**src/rtl/store_buffer.sv**
```systemverilog
// Posted-write store buffer: formats core stores into word-aligned byte-lane bus
// writes, queues them in a FIFO, drains them over req/ack and flags load hazards.
module store_buffer #(
  parameter int DEPTH = 4
) (
  input  logic                     clk,
  input  logic                     reset,
  input  logic                     write,
  input  logic [31:0]              write_address,
  input  logic [31:0]              DATA_out,
  input  logic [1:0]               size,
  input  logic                     read,
  input  logic [31:0]              read_address,
  output logic                     read_hazard,
  output logic                     mem_req,
  output logic [31:0]              mem_addr,
  output logic [31:0]              mem_wdata,
  output logic [3:0]               mem_be,
  input  logic                     mem_ack,
  output logic                     full,
  output logic                     empty,
  output logic [$clog2(DEPTH):0]   count,
  output logic                     overflow,
  output logic                     misaligned
);

  localparam int PW = $clog2(DEPTH);
  localparam int CW = PW + 1;
  localparam logic [CW-1:0] DEPTH_C = CW'(DEPTH);

  typedef enum logic [0:0] {S_IDLE = 1'b0, S_REQ = 1'b1} state_t;

  function automatic logic [3:0] lane_be(input logic [1:0] sz, input logic [1:0] k);
    case (sz)
      2'b01:   lane_be = 4'b0001 << k;
      2'b10:   lane_be = k[1] ? 4'b1100 : 4'b0011;
      2'b11:   lane_be = 4'b1111;
      default: lane_be = 4'b0000;
    endcase
  endfunction

  function automatic logic [31:0] lane_data(input logic [1:0] sz, input logic [31:0] d);
    case (sz)
      2'b01:   lane_data = {4{d[7:0]}};
      2'b10:   lane_data = {2{d[15:0]}};
      default: lane_data = d;
    endcase
  endfunction

  function automatic logic is_misaligned(input logic [1:0] sz, input logic [1:0] k);
    case (sz)
      2'b10:   is_misaligned = k[0];
      2'b11:   is_misaligned = (k != 2'b00);
      default: is_misaligned = 1'b0;
    endcase
  endfunction

  state_t            state, state_next;
  logic [29:0]       addr_mem [DEPTH];
  logic [31:0]       data_mem [DEPTH];
  logic [3:0]        be_mem   [DEPTH];
  logic [DEPTH-1:0]  valid;
  logic [PW-1:0]     wr_ptr, rd_ptr;
  logic [CW-1:0]     count_next;
  logic              bad_align, store_ok, pop, push, drop, hit;
  logic              unused_bits;

  assign unused_bits = ^read_address[1:0];
  assign bad_align   = is_misaligned(size, write_address[1:0]);
  assign store_ok    = write && (size != 2'b00) && !bad_align;
  assign pop         = mem_req && mem_ack;
  // A full FIFO still accepts a store when the head leaves in the same cycle.
  assign push        = store_ok && (!full || pop);
  assign drop        = store_ok && full && !pop;
  assign full        = (count == DEPTH_C);
  assign empty       = (count == CW'(0));
  assign mem_addr    = mem_req ? {addr_mem[rd_ptr], 2'b00} : 32'h0000_0000;
  assign mem_wdata   = mem_req ? data_mem[rd_ptr] : 32'h0000_0000;
  assign mem_be      = mem_req ? be_mem[rd_ptr] : 4'b0000;
  assign read_hazard = read && hit;

  // Occupancy after this edge's push/pop.
  always_comb begin
    count_next = count;
    case ({push, pop})
      2'b10:   count_next = count + CW'(1);
      2'b01:   count_next = count - CW'(1);
      default: count_next = count;
    endcase
  end

  // Drain FSM next state: request whenever entries remain after this edge.
  always_comb begin
    state_next = state;
    case (state)
      S_IDLE:  if (count_next != CW'(0)) state_next = S_REQ; else state_next = S_IDLE;
      S_REQ:   if (pop && (count_next == CW'(0))) state_next = S_IDLE; else state_next = S_REQ;
      default: state_next = S_IDLE;
    endcase
  end

  // Compare the load word against every valid entry, head included.
  always_comb begin
    hit = 1'b0;
    for (int i = 0; i < DEPTH; i++) begin
      hit = hit | (valid[i] && (addr_mem[i] == read_address[31:2]));
    end
  end

  // FIFO storage, pointers, FSM state and status flags.
  always_ff @(posedge clk) begin
    if (!reset) begin
      state      <= S_IDLE;
      mem_req    <= 1'b0;
      count      <= CW'(0);
      wr_ptr     <= PW'(0);
      rd_ptr     <= PW'(0);
      valid      <= '0;
      overflow   <= 1'b0;
      misaligned <= 1'b0;
      for (int i = 0; i < DEPTH; i++) begin
        addr_mem[i] <= 30'h0;
        data_mem[i] <= 32'h0000_0000;
        be_mem[i]   <= 4'b0000;
      end
    end else begin
      state      <= state_next;
      mem_req    <= (state_next == S_REQ);
      count      <= count_next;
      misaligned <= write && bad_align;
      if (drop) overflow <= 1'b1;
      if (pop) begin
        rd_ptr        <= rd_ptr + PW'(1);
        valid[rd_ptr] <= 1'b0;
      end
      // Push after pop so a full-FIFO push into the departing head slot keeps it valid.
      if (push) begin
        addr_mem[wr_ptr] <= write_address[31:2];
        data_mem[wr_ptr] <= lane_data(size, DATA_out);
        be_mem[wr_ptr]   <= lane_be(size, write_address[1:0]);
        valid[wr_ptr]    <= 1'b1;
        wr_ptr           <= wr_ptr + PW'(1);
      end
    end
  end

endmodule
```
**config.mk**
```make
export PLATFORM = sky130hd
export DESIGN_NAME = store_buffer
export DESIGN_NICKNAME = d
export VERILOG_FILES = /design/src/rtl/store_buffer.sv
export SDC_FILE = /design/constraint.sdc
export NUM_CORES = 1
export LEC_CHECK = 0
export ABC_AREA = 0
export CORE_MARGIN = 3
export CORE_UTILIZATION = 40
export DETAILED_ROUTE_END_ITERATION = 6
export MAX_ROUTING_LAYER = met4
export PLACE_DENSITY_LB_ADDON = 0.2
export SYNTH_ARGS = -nofsm -noshare
export SYNTH_HDL_FRONTEND = slang
export SYNTH_SLANG_ARGS = --single-unit
```
**constraint.sdc**
```tcl
create_clock -name clk -period 12.2 [get_ports clk]
set_input_delay 2.44 -clock clk [delete_from_list [all_inputs] [get_ports clk]]
set_output_delay 2.44 -clock clk [all_outputs]
set_load 0.01 [all_outputs]
```
==> results.py, run 1 <==
metrics = {
    "outcome": {
        "status": "complete, no violations",
    },
    "power_and_ir_drop": {
        "pwr-share-comb": 0.198,
        "switching_power_uw": 679,
        "powerDensity_nw_per_um2": 153,
        "seq_power_share": 0.436,
        "power_switching_share": 0.255,
        "peakVddDrop_v": 0.000100,
        "p_leak_nw": 6.22,
        "p_clk_frac": 0.366,
        "p_int_mw": 1.99,
    },
    "global_route": {
        "grt_max_degree": 69,
        "antenna_found_initial": 3,
        "grt_pass1_wl_um": 57600,
        "overflow": 0,
        "grt_pass1_vias": 9146,
        "grtUsageTotal": 0.208,
    },
    "synth": {
        "synthCells": 1073,
        "synth-edff-count": 264,
        "synth_cell_types": 43,
        "async_flop_share": 0,
        "synth_ff_type": "edfxtp_1",
        "yosysSeqAreaShare": 0.581,
        "synth_warnings": 0,
        "syn_area_um2": 14200,
        "synth_seq_cells": 280,
        "synth_area_per_cell_um2": 13.2,
    },
    "die": {
        "die_w_um": 194,
        "core_um2": 34800,
        "start_util": 0.408,
        "num_rows": 68,
        "die_area_um2": 37800,
        "die_h_um": 194,
        "ioPinCount": 180,
    },
    "worst_setup_path": {
        "worstPathRequired_ps": 9760,
        "cpPeakStageDelay_ps": 600,
        "cp-end-kind": "output port",
        "reg2reg_setup_slack_ps": 7290,
        "crit_path_max_fanout": 4,
        "cp_top_family": "buffers and inverters",
        "path_cells": "clkdlybuf4s50_1 > xnor2_1 > nand4_1 > nor4_1 > nand4_1 > a41oi_1 > clkdlybuf4s50_1",
        "cp-startpoint": "read_address[28]",
        "r2r_end": "addr_mem[0][20]",
        "r2r-start": "count[0]",
        "critPathKind": "input pin to output port",
        "cp_slowest_cell": "clkdlybuf4s50_1",
        "critical_path_buf_inv_count": 2,
        "start_kind": "input pin",
        "worst_ep_arrival_time_ps": 5110,
        "r2r_cells": 7,
    },
    "worst_hold_path": {
        "min_from": "rd_ptr[1]",
        "hold_path.class": "flop to flop",
        "holdPathStages": 2,
    },
    "route": {
        "drtPass1Iterations": 5,
        "totalWireLength_um": 38600,
        "route.met2.wl_um": 18500,
        "vias_per_cell": 5.16,
        "drt-met1-wl_um": 17000,
        "detail_route.wl_per_cell_um": 22.7,
        "vias": 8768,
        "route.detailed.drc": 0,
        "dr.max_layer_used": "met4",
        "ant_nets": 0,
        "drt_iter0_markers": 729,
        "dr_wl_met3_um": 2380,
    },
    "cts": {
        "cts_sinks": 280,
        "clock_path_buffers": 3,
        "numCtsBuffers": 30,
        "clk_latency_ps": 550,
        "clkTransAtPathRegs_ps": 60,
        "post_cts_resize_count": 0,
        "htree_levels": 1,
        "post-cts-setup-buffer-count": 0,
        "tritoncts": "built",
        "root_buffer": "clkbuf_16",
        "cts_hold_buf": 0,
    },
    "sta": {
        "finalCritPeriodShare": 0.619,
        "finalCriticalPeriod_ps": 7550,
        "maxSlewViolCount": 0,
        "final.setup_skew_ps": 11.9,
        "worst_pin_slew_ps": 1080,
        "rsz0062_at_grt": "no",
        "hold_violations": 0,
        "maxSlewHeadroom": 0.279,
        "fin_tns_setup_ps": 0,
        "whs_ps": 510,
        "finalSetupViolCount": 0,
        "fmax_mhz": 132,
    },
    "finish": {
        "area_growth_pct": 22.4,
        "nFillCells": 3072,
        "nets": 1335,
        "drive_gt1_frac": 0.114,
        "final_util": 0.499,
        "stdcell_count": 1699,
    },
    "placed_design": {
        "portBuffers": 175,
        "hpwl_um": 25300,
        "gp_congestion": 0.924,
        "dp_cells": 1641,
    },
    "run": {
        "maxCapViolCount": 0,
    },
}
[cells in the mapped netlist (2+ instances only)]
master    number  share of area
nor4_1        16         0.0070
buf_1          2        0.00053
nor3_2         3         0.0021
nor2_1        96          0.025
o21ai_0       12         0.0042
xor2_1        46          0.028
ha_1          13          0.011
xnor2_1       79          0.049
nor2b_1        3         0.0013
a22oi_1        8         0.0042
buf_2         15         0.0053
nor3_1         2        0.00070
a21oi_1        7         0.0025
nand3_1        3         0.0011
clkbuf_2       3         0.0011
nand2_1       33         0.0087
a31oi_1        2        0.00088
edfxtp_1     264           0.56
buf_4          6         0.0032
a32o_1         5         0.0035
mux4_2        66           0.10
buf_6          7         0.0056
and2_1       219          0.096
o211ai_1      15         0.0079
nand4_1       24          0.011
clkbuf_1      44          0.012
inv_1         48          0.013
dfxtp_1       16          0.023
nand2b_1       2        0.00088
[power groups by stage]
| stage | registers, mW | logic (mW) | clock network, mW |
|---|---|---|---|
| 5_1_grt | 1.17 | 0.571 | 1.03 |
| 6_report | 1.16 | 0.528 | 0.975 |
| 4_1_cts | 1.16 | 0.539 | 0.994 |
| 3_3_place_gp | 1.18 | 0.535 | 0 |
| 3_5_place_dp | 1.18 | 0.536 | 0 |
| 2_1_floorplan | 1.16 | 0.307 | 0 |
[worst reg2reg max path: cells and delay by family, from the launching register on]
kind | cells | cell delay [ps]
DFF | 1 | 420
AOI/OAI and AO/OA | 1 | 490
and+or+nand+nor | 4 | 2390
buffers and inverters | 2 | 1160
[through the flow]
step           area [µm²]  total power, mW  setup WS, ps
2_1_floorplan       14200             1.47          3390
3_3_place_gp        16300             1.72          3980
3_5_place_dp        16300             1.72          3970
4_1_cts             17400             2.70          4560
5_1_grt             17400             2.78          4300
6_report            17400             2.66          4650
[how the worst max path moves through the flow]
| stage | end | slack, ps | depth (start not counted) |
|---|---|---|---|
| after floorplan | addr_mem[3][0] | 3390 | 6 |
| after global placement | data_mem[1][5] | 3980 | 9 |
| after detailed placement | data_mem[1][21] | 3970 | 9 |
| after CTS | data_mem[0][19] | 4560 | 10 |
| after global routing | be_mem[1][2] | 4300 | 9 |
| final | read_hazard | 4650 | 7 |
[cells by family after synthesis]
group,Yosys count,share of synthesized area
fa+ha+maj,14,0.0129
mux,67,0.105
compound gates,54,0.0262
buf+inv,126,0.0402
xor+xnor,125,0.0771
simple gates,406,0.157
flops,280,0.581
other cells,1,0.000264
[layout make-up]
| class | instances | area [µm²] | share of cell area |
|---|---|---|---|
| sequential | 280 | 8250 | 0.475 |
| multi-input combinational | 668 | 5440 | 0.313 |
| timing repair buffer | 189 | 1860 | 0.107 |
| clock buffer | 34 | 787 | 0.0453 |
| tap | 455 | 569 | 0.0328 |
| clock inverter | 21 | 278 | 0.0160 |
| inverter | 49 | 184 | 0.0106 |
| antenna | 3 | 7.51 | 0.000432 |
[cell usage in the layout, fill, tap and decap left out, drive strengths merged, types with 7 or more instances in the layout]
| master | instances |
|---|---|
| clkbuf | 34 |
| a21oi | 7 |
| bufinv | 7 |
| nand2 | 33 |
| edfxtp | 264 |
| dfxtp | 16 |
| nor4 | 16 |
| xnor2 | 79 |
| ha | 13 |
| inv | 48 |
| nand4 | 24 |
| clkinv | 13 |
| mux4 | 66 |
| a22oi | 8 |
| nor2 | 97 |
| o211ai | 15 |
| buf | 14 |
| clkdlybuf4s50 | 175 |
| xor2 | 46 |
| and2 | 219 |
| o21ai | 12 |
[registers in the layout, indices dropped and copies added (netlist names), named ones only]
| signal | count |
|---|---|
| overflow | 1 |
| wr_ptr | 2 |
| be_mem | 16 |
| misaligned | 1 |
| state | 1 |
| count | 3 |
| valid | 4 |
| addr_mem | 120 |
| rd_ptr | 2 |
| data_mem | 128 |
[per-layer routing]
| layer | vias up | GRT usage |
|---|---|---|
| met5 | - | - |
| met4 | 0 | 0.0457 |
| met3 | 48 | 0.0284 |
| met2 | 257 | 0.327 |
| met1 | 4383 | 0.291 |
| li1 | 4080 | - |
No activity file was read; power rests on OpenSTA's default activity.
==> run 2, diff against run 1 <==
Clock period 12.2 ns to 6.45 ns, I/O delays scaled along.
==> run 2 against run 1 <==
Compared with the run above: wire length increased by 0.23%; total power rose by 90%; critical path depth is the same; non-clock buffer count increased by 7; cell area rose by 0.53%; setup slack got worse by 3500 ps; sequential cell count did not move; sequential power is 91% higher; register-to-register slack got worse by 3900 ps; critical endpoint unchanged; highest routed layer unchanged.
==> results.py, run 2 (synthesis gave the netlist of run 1 again) <==
metrics = {
    "outcome": {
        "status": "complete, no violations",
    },
    "sta": {
        "maxSlewHeadroom": 0.375,
        "maxSlewViolCount": 0,
        "fmax_mhz": 189,
        "finalSetupViolCount": 0,
        "finalCritPeriodShare": 0.822,
        "fin_tns_setup_ps": 0,
        "final.setup_skew_ps": 16.6,
        "rsz0062_at_grt": "no",
        "finalCriticalPeriod_ps": 5300,
        "worst_pin_slew_ps": 938,
        "hold_violations": 0,
    },
    "cts": {
        "post-cts-setup-buffer-count": 0,
        "clock_path_buffers": 3,
        "cts_hold_buf": 0,
        "clkTransAtPathRegs_ps": 60,
        "root_buffer": "clkbuf_16",
        "post_cts_resize_count": 0,
        "numCtsBuffers": 30,
        "cts_sinks": 280,
        "clk_latency_ps": 560,
        "htree_levels": 1,
        "tritoncts": "built",
    },
    "route": {
        "drt_iter0_markers": 666,
        "route.detailed.drc": 0,
        "vias_per_cell": 5.17,
        "vias": 8808,
        "detail_route.wl_per_cell_um": 22.7,
        "totalWireLength_um": 38700,
        "ant_nets": 0,
        "drtPass1Iterations": 5,
    },
    "global_route": {
        "overflow": 0,
        "top_usage_layer": "met2",
        "gr-usage-met2": 0.334,
        "grtUsageTotal": 0.209,
        "grt_use_met1": 0.287,
        "grt_pass1_vias": 9229,
        "grt_pass1_wl_um": 58300,
        "met3_usage": 0.0303,
        "antenna_found_initial": 2,
        "grt_max_degree": 69,
    },
    "finish": {
        "reg_top3": "data_mem x128, addr_mem x120, be_mem x16",
        "largest_reg_flops": 128,
        "nets": 1342,
        "area_growth_pct": 23.1,
        "final_common_cell": "edfxtp_1",
        "layout_common_cells": "edfxtp_1, and2_1, clkdlybuf4s50_1",
        "nFillCells": 3013,
        "top_register": "data_mem",
        "drive_gt1_frac": 0.117,
        "stdcell_count": 1705,
    },
    "worst_setup_path": {
        "critPathKind": "input pin to output port",
        "worst_ep_arrival_time_ps": 4010,
        "cp-startpoint": "read_address[28]",
        "r2r_end": "be_mem[2][2]",
        "worstPathRequired_ps": 5160,
        "r2r-start": "count[2]",
        "r2r_cells": 7,
        "cp-end-kind": "output port",
        "reg2reg_setup_slack_ps": 3440,
        "crit_path_max_fanout": 4,
        "start_kind": "input pin",
    },
    "power_and_ir_drop": {
        "peakVddDrop_v": 0.000197,
        "p_leak_nw": 6.28,
        "powerDensity_nw_per_um2": 290,
    },
    "run": {
        "maxCapViolCount": 0,
    },
    "placed_design": {
        "portBuffers": 175,
        "hpwl_um": 25800,
        "gp_congestion": 0.864,
        "dp_cells": 1648,
    },
    "die": {
        "core_um2": 34800,
        "die_area_um2": 37800,
        "die_w_um": 194,
        "ioPinCount": 180,
        "start_util": 0.408,
        "die_h_um": 194,
        "num_rows": 68,
    },
    "worst_hold_path": {
        "min_from": "rd_ptr[1]",
        "holdPathStages": 2,
        "hold_path.class": "flop to flop",
    },
}
## run 2: cell types whose count changed in the layout (fill, tap and decap cells not counted)
cell      delta
buf_4        +3
nand3_1      +3
clkinv_1     -2
nand2_4      +1
clkinv_2     +1
buf_12       +4
diode_2      -1
nand2_2      -1
clkbuf_1     +1
nand3_2      -3
## run 2: power breakdown
group / internal [mW] / switching, mW
sequential: 2.11 / 0.0977
clock: 1.15 / 0.713
combinational: 0.505 / 0.492
total: 3.76 / 1.30
## run 2: through the flow
stage | hold slack, ps | area, µm² | util | total power [mW] | setup slack (ps)
after floorplan | 477 | 14200 | - | 2.78 | 870
after global placement | 492 | 16400 | 0.471 | 3.26 | 1280
after detailed placement | 508 | 16400 | 0.471 | 3.26 | 1310
after CTS | 517 | 17500 | 0.502 | 5.12 | 1290
after global routing | 549 | 17500 | 0.502 | 5.27 | 1140
final | 515 | 17500 | 0.502 | 5.07 | 1150
## run 2: metal layers
layer / wire [µm] / vias to the layer above
li1: - / 4092
met1: 17000 / 4408
met2: 18700 / 253
met3: 2130 / 55
met4: 855 / 0
met5: 0 / -
## run 2: worst max-delay path by stage
stage | endpoint | slack, ps
after floorplan | addr_mem[3][0] | 870
after global placement | read_hazard | 1280
after detailed placement | read_hazard | 1310
after CTS | read_hazard | 1290
after global routing | read_hazard | 1140
final | read_hazard | 1150
## run 2: critical path: stages
cell and delay, ps:
clkdlybuf4s50_1 530, xnor2_1 460, nand4_1 180, nor4_1 500
nand4_1 130, a41oi_1 300, clkdlybuf4s50_1 610
## run 2: final cells by class
class | instances | area (µm²) | share of cell area
diodes | 2 | 5.00 | 0.000286
clock buffers | 35 | 791 | 0.0453
clock inverters | 20 | 275 | 0.0158
inverters | 49 | 184 | 0.0105
multi-input cells | 668 | 5430 | 0.311
flip-flops and latches | 280 | 8250 | 0.472
well taps | 455 | 569 | 0.0326
repair buffers | 196 | 1960 | 0.112
